## src/rtl/arb_pkg.sv

```systemverilog
// Shared definitions for the 8-way round-robin arbiter: sizes, FSM states
// and the one-hot to binary encoder used by the datapath select.
package arb_pkg;

  localparam int N    = 8;
  localparam int IDXW = 3;

  typedef enum logic {
    IDLE  = 1'b0,
    GRANT = 1'b1
  } arb_state_e;

  // Lowest set bit wins when more than one bit is set.
  function automatic logic [IDXW-1:0] encode8(input logic [N-1:0] vec);
    encode8 = '0;
    for (int i = N - 1; i >= 0; i--) begin
      if (vec[i]) encode8 = IDXW'(i);
    end
  endfunction

endpackage

```

## src/rtl/rr_pick8.sv

```systemverilog
// Combinational round-robin pick: first unmasked request at or after ptr,
// wrapping modulo 8.
module rr_pick8
  import arb_pkg::*;
(
  input  logic [N-1:0]    req,
  input  logic [N-1:0]    mask,
  input  logic [IDXW-1:0] ptr,
  output logic            found,
  output logic [IDXW-1:0] idx
);

  logic [N-1:0]    masked;
  logic [N-1:0]    rotated;
  logic [IDXW-1:0] src;
  logic [IDXW-1:0] offset;

  assign masked = req & ~mask;

  // Rotate right by ptr so the highest-priority requester lands on bit 0.
  always_comb begin
    rotated = '0;
    src     = '0;
    for (int i = 0; i < N; i++) begin
      src        = IDXW'(i) + ptr;
      rotated[i] = masked[src];
    end
  end

  assign found  = |masked;
  assign offset = encode8(rotated);
  assign idx    = offset + ptr;

endmodule

```

## src/rtl/rr_arbiter_8.sv

```systemverilog
// Round-robin arbiter for 8 requesters with registered one-hot grant,
// binary index and a hold limit that forces rotation under contention.
module rr_arbiter_8
  import arb_pkg::*;
#(
  parameter int MAX_HOLD = 16
) (
  input  logic            clk,
  input  logic            rst_n,
  input  logic [N-1:0]    req,
  output logic [N-1:0]    gnt,
  output logic [IDXW-1:0] gnt_idx,
  output logic            gnt_valid,
  output logic            preempt
);

  localparam int HW = (MAX_HOLD > 0) ? $clog2(MAX_HOLD + 1) : 1;
  localparam logic [HW-1:0] HOLD_LIM = HW'(MAX_HOLD);
  localparam logic [N-1:0]  ONE_BIT  = N'(1);

  arb_state_e      state, state_n;
  logic [IDXW-1:0] ptr, ptr_n;
  logic [HW-1:0]   hold_cnt, hold_n;
  logic [N-1:0]    gnt_n;
  logic [IDXW-1:0] idx_n;
  logic            valid_n;
  logic            preempt_n;

  logic [IDXW-1:0] pick_ptr;
  logic [N-1:0]    pick_mask;
  logic            pick_found;
  logic [IDXW-1:0] pick_idx;
  logic            holder_req;
  logic            hold_expired;

  // While granted, every pick (release or rotation) starts after the holder
  // and excludes it; from IDLE the stored pointer is used unmasked.
  assign pick_ptr     = (state == GRANT) ? gnt_idx + IDXW'(1) : ptr;
  assign pick_mask    = (state == GRANT) ? gnt : '0;
  assign holder_req   = req[gnt_idx];
  assign hold_expired = (MAX_HOLD != 0) && (hold_cnt == HOLD_LIM);

  rr_pick8 u_pick (
    .req   (req),
    .mask  (pick_mask),
    .ptr   (pick_ptr),
    .found (pick_found),
    .idx   (pick_idx)
  );

  always_comb begin
    state_n   = state;
    ptr_n     = ptr;
    hold_n    = hold_cnt;
    gnt_n     = gnt;
    idx_n     = gnt_idx;
    valid_n   = gnt_valid;
    preempt_n = 1'b0;
    unique case (state)
      IDLE: begin
        if (pick_found) begin
          state_n = GRANT;
          gnt_n   = ONE_BIT << pick_idx;
          idx_n   = pick_idx;
          valid_n = 1'b1;
          hold_n  = HW'(1);
        end
      end
      GRANT: begin
        if (!holder_req || hold_expired) begin
          ptr_n  = pick_ptr;
          hold_n = HW'(1);
          if (pick_found) begin
            gnt_n     = ONE_BIT << pick_idx;
            idx_n     = pick_idx;
            preempt_n = holder_req;
          end else if (!holder_req) begin
            state_n = IDLE;
            gnt_n   = '0;
            idx_n   = '0;
            valid_n = 1'b0;
            hold_n  = '0;
          end
        end else if ((MAX_HOLD != 0) || (hold_cnt != {HW{1'b1}})) begin
          hold_n = hold_cnt + HW'(1);
        end
      end
    endcase
  end

  always_ff @(posedge clk or negedge rst_n) begin
    if (!rst_n) begin
      state     <= IDLE;
      ptr       <= '0;
      hold_cnt  <= '0;
      gnt       <= '0;
      gnt_idx   <= '0;
      gnt_valid <= 1'b0;
      preempt   <= 1'b0;
    end else begin
      state     <= state_n;
      ptr       <= ptr_n;
      hold_cnt  <= hold_n;
      gnt       <= gnt_n;
      gnt_idx   <= idx_n;
      gnt_valid <= valid_n;
      preempt   <= preempt_n;
    end
  end

endmodule

```

## config.mk

```make
export PLATFORM = sky130hd
export DESIGN_NAME = rr_arbiter_8
export DESIGN_NICKNAME = d
export VERILOG_FILES = /design/src/rtl/arb_pkg.sv /design/src/rtl/rr_pick8.sv /design/src/rtl/rr_arbiter_8.sv
export SDC_FILE = /design/constraint.sdc
export NUM_CORES = 1
export LEC_CHECK = 0
export ABC_AREA = 1
export BUFFER_PORTS_ARGS = -buffer_cell sky130_fd_sc_hd__buf_2
export CAP_MARGIN = 20
export CORE_MARGIN = 10
export CORE_UTILIZATION = 40
export CTS_BUF_LIST = sky130_fd_sc_hd__clkbuf_2 sky130_fd_sc_hd__clkbuf_4 sky130_fd_sc_hd__clkbuf_8
export DETAILED_ROUTE_END_ITERATION = 16
export PLACE_DENSITY_LB_ADDON = 0.25
export SYNTH_ARGS = -nofsm -noshare
export SYNTH_HDL_FRONTEND = slang
export SYNTH_SLANG_ARGS = --single-unit
```

## constraint.sdc

```tcl
create_clock -name clk -period 3.6 [get_ports clk]
set_clock_uncertainty 0.05 [all_clocks]
set_input_delay 0.36 -clock clk [delete_from_list [all_inputs] [get_ports clk]]
set_output_delay 0.36 -clock clk [all_outputs]
set_load 0.005 [all_outputs]
```

==> results.md <==
Status:
- The flow ran to the end, and the final reports show no timing, DRC or antenna violations.

Final layout:
- At the end of the flow the core is filled with cells to roughly 46%.
- The number of diodes added for antenna fixing is 0.
- The post-layout instance area is 2151 µm².
- In the final layout, flip-flops and latches occupy approximately 550 µm².
- The commonest non-fill, non-tap cell in the layout is nand2_1.
- Summing all multi-input logic gate instances after layout gives 1204 µm².
- The filler cells instantiated in the layout total 495.
- Leaving out fill and tap cells, the most frequent cells in the layout are nand2_1 (145), nand3_1 (25), buf_2 (22), inv_1 (21), dfrtp_1 (20).
- The ratio of cells with drive above 1 in the final layout is roughly 21%.
- After the last flow step, the layout net total stands at 344.
- From synthesis to final layout, the design area changed by 12.35%.

Clocking:
- Clock tree synthesis inserted a total of 3 buffers.
- The count of hold buffers inserted by post-cts repair is 0.
- In this run the number of H-tree levels came out at 1.
- The clock transition at the registers of the reported paths is roughly 0.08 ns.
- The root buffer selected by CTS is clkbuf_8.
- The clock drives 22 sinks.
- The clock latency of the later-clocked register in the worst-skew pair is 0.26 ns.
- The TritonCTS clock tree is yes.
- The maximum count of clock buffers along a single path is 2.

Worst setup path:
- In this run the worst path has a maximum fanout of 6.
- The startpoint identified for the worst register-to-register timing path is gnt_idx[1].
- The kind of capture point of the worst setup path is a flip-flop.
- For the worst setup path, the data required time is between 3 and 4 ns.
- The startpoint type of the worst setup path is a flip-flop.
- The arrival time of the worst setup path is 3.42 ns.
- The type of the setup path with the least slack is reg2reg.
- In this run the worst setup path begins at gnt_idx[1].

Floorplanning:
- The region available for standard cell placement spans 4692 µm².
- The initial utilization of the core area, before any placement, comes to 40.80%.
- 23 I/O pins were placed.
- The total die area is approximately 8000 µm².
- In this run the core area contains 25 standard-cell rows.
- The horizontal die dimension is between 80 and 90 µm.
- The die outline height is 89.18 µm.

Placement:
- The placed instances occupy a cell area of 2071 µm².
- The congestion estimate from routability-driven global placement came to about 0.89.
- Buffers placed on the I/O ports in this run total 22.
- The detailed placer's ending HPWL is 4004 µm.
- The pre-CTS worst setup slack is 0.1990 ns.

Synthesis:
- In this run, distinct cell masters in the synthesized netlist total 33.
- For this run, the number of Yosys warnings is 0.
- After technology mapping, the gate count stands at about 300.
- The average cell area after synthesis is 6.339 µm².
- In this run the cell area of the synthesized design comes to between 1500 and 2000 µm².
- The post-synth net total is 317.
- The number of synthesized register bits is 22.
- Summing the sequential cell areas from Yosys gives 28.76% of the chip area.

Worst hold path:
- The min-delay analysis places its worst path in the category in2async.

STA:
- The final period demand of the worst path is approximately 3.3 ns.
- The part of the cycle the worst path needs is roughly nine tenths.
- The final hold slack is between 0.001 and 0.0015 ns.
- In this run the tightest slew margin relative to its limit is a little over half.
- Setup violations remaining at the end of the flow were counted as 0.
- For this run, the top clock speed supported by timing is approximately 310 MHz.
- The final critical-path setup slack is 0.3263 ns.
- The number of max-slew violations in the final report is 0.
- For the pin with the worst max-slew slack, the measured transition is ~0.69 ns.
- The final hold violation count is 0.

Detailed routing:
- After detailed routing, the average wire length per cell comes to 12.73 µm.
- The first detailed-routing pass ran for 4 iterations.
- Wires add up to 4864 µm.
- The residual DRC count is 0.
- After the first detailed-routing iteration, the DRC count stood at 80.
- The total number of vias is 1895.
- The remaining antenna violation count is 0.
- The per-cell via count in the routed design is 4.961.

GRT:
- The overflow left after global routing is 0.
- The wire length of the first global-routing pass is approximately 8300 µm.
- The number of antenna violations at the first check in global routing is 0.
- The number of global-route vias before repair is 1805.
- Global routing consumed, over all layers together, 13.00% of the routing resources.
- Entering global routing, the biggest net connects 23 pins.

Job:
- Max-cap violations in this run came to 0.
==> cells by family after synthesis <==
logic type	share of synthesized area, %
DFF	28.76
and+or+nand+nor	46.41
xor gates and xnor gates	1.373
AOI/OAI and AO/OA	10.65
buffers and inverters	9.150
adders and majority gates	3.660
==> critical path, stage by stage, from the launching register on <==
cell,delay [ns]
dfrtp_2,0.42
ha_1,0.29
nand2_1,0.08
nand2_2,0.06
ha_1,0.34
inv_2,0.08
nand3_1,0.07
nand2_1,0.10
nand2_1,0.05
nand2_1,0.07
nand2_1,0.05
nand2_1,0.05
nand2_1,0.05
nand2_1,0.05
nand2_1,0.05
nand2_2,0.08
nand3_4,0.11
fa_1,0.37
inv_1,0.10
xor2_2,0.16
inv_1,0.07
nand3_2,0.10
nand2_2,0.09
nor2_4,0.10
nand4_1,0.11
nand2_1,0.06
==> sequential cells by signal (all words and copies together), names as in the netlist <==
register,count
gnt,8
hold_cnt,5
gnt_idx,3
ptr,3
gnt_valid,1
preempt,1
state,1
==> through the flow <==
stage	setup TNS, ns	instances
5_1_grt	-0.003532	382
6_report	0	382
3_3_place_gp	0	377
3_5_place_dp	0	377
2_1_floorplan	0	302
4_1_cts	0	381
==> path summary, 6_finish.rpt <==
| path | endpoint | slack, ns | cells after the start |
|---|---|---|---|
| setup / recovery | gnt[5] | 0.33 | 25 |
| hold / removal | gnt[1] | 0.001 | 1 |
| setup reg to reg | gnt[5] | 0.33 | 25 |
| hold reg to reg | ptr[2] | 0.44 | 2 |
| max in group asynchronous | gnt_idx[1] | 3.13 | 1 |
| min in group clk | ptr[2] | 0.44 | 2 |
==> Yosys cell counts, drive strengths merged <==
cell	n	area, µm²
a21oi	7	46.30
ha	4	50.05
o21ai	18	101.4
dfrtp	22	550.5
xor2	2	17.52
o22ai	2	12.51
fa	1	20.02
nor2	10	50.05
o2111ai	1	8.760
and2	1	6.260
or2	1	6.260
nor3	3	15.01
buf	7	68.81
nand4	5	31.28
nand2	157	621.8
nand3	28	157.7
xnor2	1	8.760
o211ai	3	27.52
clkbuf	1	5.000
inv	27	101.4
o21bai	1	7.510
==> area by class of cell <==
class	instances	area share (%)
clock buffer	4	2.560
inverter	27	4.712
multi-input combinational	245	55.96
sequential	22	25.71
tap	54	3.141
timing repair buffer	30	7.912
==> layer usage <==
metal / vias to the layer above / global-route usage, % / routed length [µm]
li1: 1013 / - / -
met1: 842 / 17.72 / 2347
met2: 33 / 20.13 / 2253
met3: 7 / 2.097 / 199
met4: 0 / 4.624 / 63
met5: - / 0 / 0
==> what timing repair did <==
action                                  4_1_cts  5_1_grt
endpoints found under the setup margin        0        9
buffers inserted                              0        1
gates resized for setup                       0        6
Power is left out: the tool's default activity adds up to more than one toggle a clock period on the data nets, which glitch-free logic cannot reach.
